## config.mk

```make
export PLATFORM = sky130hd
export DESIGN_NAME = switch_reader
export DESIGN_NICKNAME = d
export VERILOG_FILES = /design/src/rtl/switch_reader.sv
export SDC_FILE = /design/constraint.sdc
export NUM_CORES = 1
export LEC_CHECK = 0
export BUFFER_PORTS_ARGS = -buffer_cell sky130_fd_sc_hd__buf_4
export CAP_MARGIN = 20
export CORE_ASPECT_RATIO = 0.7
export CORE_MARGIN = 2
export CORE_UTILIZATION = 60
export CTS_BUF_LIST = sky130_fd_sc_hd__clkbuf_4
export CTS_CLUSTER_SIZE = 28
export DETAILED_ROUTE_END_ITERATION = 16
export GPL_TIMING_DRIVEN = 0
export PLACE_DENSITY = 0.82
export SLEW_MARGIN = 25
export SYNTH_ARGS = -nofsm -noshare
export SYNTH_HDL_FRONTEND = slang
export SYNTH_SLANG_ARGS = --single-unit
```

## constraint.sdc

```tcl
create_clock -name clk -period 2.4 [get_ports clk]
set_input_delay 0.12 -clock clk [delete_from_list [all_inputs] [get_ports clk]]
set_output_delay 0.12 -clock clk [all_outputs]
set_load 0.03 [all_outputs]
```

## src/rtl/switch_reader.sv

```systemverilog
// Bus-readable slide switches and debounced push buttons with one-cycle read latency.
// Optional build macro BTN_EVENT_EN adds a sticky button-press event register with read-and-clear.
module switch_reader #(
  parameter logic [4:0] DEVICE_ID       = 5'b00001,
  parameter int         DEBOUNCE_CYCLES = 50000
) (
  input  logic        clk,
  input  logic        reset,
  input  logic [4:0]  device,
  input  logic [5:0]  command,
  input  logic [15:0] sw,
  input  logic [4:0]  btn,
  output logic [31:0] data_out,
  output logic        data_valid
);

  localparam logic [5:0]  CMD_READ_SW      = 6'b000010;
  localparam logic [5:0]  CMD_READ_BTN     = 6'b000011;
  localparam logic [5:0]  CMD_READ_CLR_EVT = 6'b000100;
  localparam logic [15:0] CNT_MAX          = 16'(DEBOUNCE_CYCLES - 1);

  logic [15:0] sw_meta, sw_sync;
  logic [4:0]  btn_meta, btn_sync;
  logic [4:0]  btn_db, db_next;
  logic [15:0] cnt      [5];
  logic [15:0] cnt_next [5];
  logic        selected;

  assign selected = (device == DEVICE_ID);

  // Two-flop synchronizers for the asynchronous board inputs.
  // NOTE: sequential state uses non-blocking (<=) so every flop samples pre-edge values.
  always_ff @(posedge clk) begin
    if (reset) begin
      sw_meta  <= '0;
      sw_sync  <= '0;
      btn_meta <= '0;
      btn_sync <= '0;
    end else begin
      sw_meta  <= sw;
      sw_sync  <= sw_meta;
      btn_meta <= btn;
      btn_sync <= btn_meta;
    end
  end

  // NOTE: every always_comb output gets a default first, so no path can infer a latch.
  always_comb begin
    db_next = btn_db;
    for (int i = 0; i < 5; i++) begin
      cnt_next[i] = '0;
      if (btn_sync[i] != btn_db[i]) begin
        if (cnt[i] == CNT_MAX) db_next[i] = btn_sync[i];
        else                   cnt_next[i] = cnt[i] + 16'd1;
      end
    end
  end

  // NOTE: the small counter array is reset explicitly; it is flop-based state, not a RAM.
  always_ff @(posedge clk) begin
    if (reset) begin
      btn_db <= '0;
      for (int i = 0; i < 5; i++) cnt[i] <= '0;
    end else begin
      btn_db <= db_next;
      for (int i = 0; i < 5; i++) cnt[i] <= cnt_next[i];
    end
  end

`ifdef BTN_EVENT_EN
  logic [4:0] events;
  logic       evt_clr;

  assign evt_clr = selected && (command == CMD_READ_CLR_EVT);

  // A rise landing on the clearing cycle survives the clear but is not in the returned data.
  always_ff @(posedge clk) begin
    if (reset) events <= '0;
    else       events <= (evt_clr ? 5'd0 : events) | (db_next & ~btn_db);
  end
`endif

  always_ff @(posedge clk) begin
    if (reset) begin
      data_out   <= '0;
      data_valid <= 1'b0;
    end else if (selected) begin
      case (command)
        CMD_READ_SW: begin
          data_out   <= {16'd0, sw_sync};
          data_valid <= 1'b1;
        end
        CMD_READ_BTN: begin
          data_out   <= {27'd0, btn_db};
          data_valid <= 1'b1;
        end
`ifdef BTN_EVENT_EN
        CMD_READ_CLR_EVT: begin
          data_out   <= {27'd0, events};
          data_valid <= 1'b1;
        end
`endif
        default: data_valid <= 1'b0;
      endcase
    end else begin
      data_valid <= 1'b0;
    end
  end

endmodule

```

==> results.sh <==
export IMPL_synth_adder_area_share_pct=1.10
export IMPL_r2r_setup_slack_ns=0.38
export IMPL_min_period_ns=2.02
export IMPL_holdPathEnd="data_out[10]"
export IMPL_drtPass1Iterations=7
export IMPL_synth_simple_area_share_pct=28.4
export IMPL_max_stage_delay_ns=0.39
export IMPL_die_x_microns=121
export IMPL_synth_cell_types=41
export IMPL_worstSetupPathType="register to register"
export IMPL_rsz0062_at_grt="no"
export IMPL_synth_edff_count=0
export IMPL_synth_ff_type="dfxtp_1"
export IMPL_finalCritPeriodShare_pct=84.0
export IMPL_syn_inst=605
export IMPL_cts_sinks=144
export IMPL_grt_remaining_overflow=0
export IMPL_finalHoldViolations=0
export IMPL_antenna_left=0
export IMPL_cts_tree="yes"
export IMPL_finalNonFillerCells=844
export IMPL_htreeDepth=4
export IMPL_crit_path_start_kind="register"
export IMPL_hold_depth=5
export IMPL_cp_required_ns=2.80
export IMPL_clk_pin_slew_ns=0.11
export IMPL_antennaDiodeCount=0
export IMPL_synth_mux_area_share_pct=1.58
export IMPL_grt_max_degree=17
export IMPL_die_h_microns=85.6
export IMPL_cp_num_buf_inv=1
export IMPL_cts_root_buf="clkbuf_4"
export IMPL_p_leak_nw=2.35
export IMPL_place_congestion=0.875
export IMPL_max_slew_margin_pct=62.5
export IMPL_final_cell_mix="dfxtp_1 (144), nor2_1 (99), buf_4 (67), xnor2_1 (56), nor2b_1 (42)"
export IMPL_postRouteWirelength_mm=11.3
export IMPL_hp_start="device[4]"
export IMPL_grt_pass1_wl_mm=18.7
export IMPL_drt_iter0_markers=304
export IMPL_hold_path_class="primary input to register"
export IMPL_area_delta_synth_final_pct=18.5
export IMPL_yosysSeqAreaShare_pct=50.6
export IMPL_synthArstFlopShare_pct=0
export IMPL_wl_per_cell_microns=13.4
export IMPL_track_usage_pct=22.9
export IMPL_yosys_register_bits=144
export IMPL_critPathArrivalTime_ns=2.42
export IMPL_cts_buffers_inserted=17
export IMPL_die_area_sq_um=10300
export IMPL_synth_compound_area_share_pct=1.89
export IMPL_vias_per_cell=5.16
export IMPL_cp_max_fo=10
export IMPL_reg2reg_to="cnt[0][76]"
export IMPL_ff2ff_path_depth=6
export IMPL_worst_slew_pin_slew_ns=0.563
export IMPL_cts_buffer_depth=2
export IMPL_max_freq_mhz=496
export IMPL_insertion_delay_ns=0.53
export IMPL_n_fill_cell=667
export IMPL_ir_drop_mv=0.494
export IMPL_synthXorXnorAreaFrac_pct=11.4
export IMPL_placed_cells=792
export IMPL_powerDensity_nw_per_um2=607
export IMPL_postLayoutCoreUtil_pct=73.9
export IMPL_path_cells="ha_1 > nand3_1 > nand4b_1 > nand2_1 > clkbuf_1 > nor2_1"
export IMPL_core_area_sq_um=9140
export IMPL_layout_drive_gt1_share_pct=14.6
export IMPL_slowest_stage="dfxtp_1"
export IMPL_drv_cap=0
export IMPL_avgSynthCellArea_sq_um=9.42
export IMPL_vias=4353
export IMPL_nNetsFinal=747
export IMPL_r2r_start="cnt[0][64]"
export IMPL_cp_end_kind="register"
export IMPL_drc=0
export IMPL_ioPinCount=67
export IMPL_status="finished clean"
export IMPL_yosys_warnings=0
export IMPL_tns_ns=0
export IMPL_setup_viol=0
export IMPL_hpwl_mm=7.73
export IMPL_synth_top_family_by_area="simple AND/OR/NAND/NOR gates"
export IMPL_syn_area_sq_um=5700
export IMPL_antenna_found_initial=0
export IMPL_finalMaxSlewViolations=0
export IMPL_rows=29
export IMPL_grt_pass1_vias=4060
export IMPL_finalClockSkew_ns=0.0152
export IMPL_layout_commonest_cell="dfxtp_1"
export IMPL_initial_utilization_pct=62.3
export IMPL_portBuffers=48
export IMPL_crit_family="simple AND/OR/NAND/NOR gates"
==> kinds of logic after synthesis <==
kind of cell             count (synthesis)
AND/OR/NAND/NOR                        301
flip-flops                             144
XOR/XNOR                                74
buffers and inverters                   52
AO/OA/AOI/OAI                           19
multiplexers                             9
adder cells (fa/ha/maj)                  5
other                                    1
==> sequential cells by signal (all words and copies together) (netlist names) <==
| register | count |
|---|---|
| data_out | 16 |
| sw_sync | 16 |
| btn_meta | 5 |
| data_valid | 1 |
| btn_sync | 5 |
| cnt | 80 |
| sw_meta | 16 |
| btn_db | 5 |
==> report_power, final <==
| part | leakage (nW) | internal, mW | switching (mW) |
|---|---|---|---|
| Combinational | 1.04 | 0.107 | 0.0995 |
| Clock | 0.135 | 0.607 | 0.846 |
| Sequential | 1.17 | 2.42 | 0.0128 |
| Total | 2.35 | 3.14 | 0.958 |
==> repair_timing <==
item | in CTS | in global routing
gates resized for setup | 0 | 0
buffers inserted | 0 | 0
hold buffers | 21 | 0
endpoints found under the hold margin | 21 | 0
==> synth_stat cells (2+ instances only) <==
cell type / instances / area [sq um]
a21oi_1: 12 / 60.1
nand2b_1: 3 / 18.8
or4_1: 2 / 15.0
nor3_1: 16 / 80.1
nor4_1: 19 / 119
buf_1: 3 / 11.3
and3_1: 6 / 37.5
nand2_1: 28 / 105
nor4_2: 2 / 25.0
nand4b_1: 4 / 35.0
xnor2_1: 56 / 490
a211oi_1: 5 / 37.5
and4_1: 4 / 35.0
ha_1: 5 / 62.6
inv_1: 14 / 52.6
or4bb_1: 2 / 22.5
or4_4: 2 / 22.5
xor2_1: 18 / 158
dfxtp_1: 144 / 2880
nand4_1: 21 / 131
mux2i_1: 9 / 90.1
nor2_1: 99 / 372
o21ai_0: 2 / 10.0
nor4b_1: 3 / 26.3
nand3b_1: 12 / 90.1
buf_4: 19 / 143
or3_1: 2 / 12.5
nand3_1: 25 / 125
nor2b_1: 42 / 263
clkbuf_1: 14 / 52.6
nor4bb_1: 2 / 20.0
==> layer usage <==
layer	part of all wire (%)	vias to the layer above	track usage [%]
met2	48	101	38.0
met3	4.3	14	5.59
met1	46	2022	29.2
li1	-	2216	-
met5	0	-	0
met4	1.2	0	8.56
==> worst register-to-register path: stages (launching register included) <==
cell and delay, ns:
dfxtp_1 0.39, ha_1 0.20, nand3_1 0.25, nand4b_1 0.36
nand2_1 0.25, clkbuf_1 0.37, nor2_1 0.09
==> final cells by class <==
| class | count | area (sq um) | area share [%] |
|---|---|---|---|
| clock buffers | 17 | 128 | 1.89 |
| plain buffers | 38 | 231 | 3.43 |
| clock inverters | 14 | 143 | 2.11 |
| multi-input cells | 424 | 2590 | 38.4 |
| inverters | 14 | 52.6 | 0.778 |
| repair buffers | 69 | 571 | 8.45 |
| well taps | 124 | 155 | 2.30 |
| flip-flops and latches | 144 | 2880 | 42.7 |
==> worst max-delay path by stage <==
stage	start	end	slack, ns	cells past startpoint
after CTS	cnt[0][64]	cnt[0][76]	0.37	6
after floorplan	cnt[0][11]	cnt[0][9]	0.64	5
after global placement	cnt[0][64]	cnt[0][78]	0.41	6
after global routing	cnt[0][64]	cnt[0][71]	0.18	6
after detailed placement	cnt[0][64]	cnt[0][75]	0.39	6
final	cnt[0][64]	cnt[0][76]	0.38	6
==> per-stage QoR <==
step / hold slack (ns) / cell area, sq um / setup slack [ns] / total power [mW]
6_report: 0.0580 / 6750 / 0.384 / 4.10
3_5_place_dp: 0.335 / 6270 / 0.387 / 2.67
2_1_floorplan: 0.248 / 5760 / 0.643 / 2.61
4_1_cts: 0.0229 / 6750 / 0.372 / 4.12
5_1_grt: 0.0789 / 6750 / 0.184 / 4.26
3_3_place_gp: 0.332 / 6270 / 0.405 / 2.66
(Power assumes the default switching activity.)
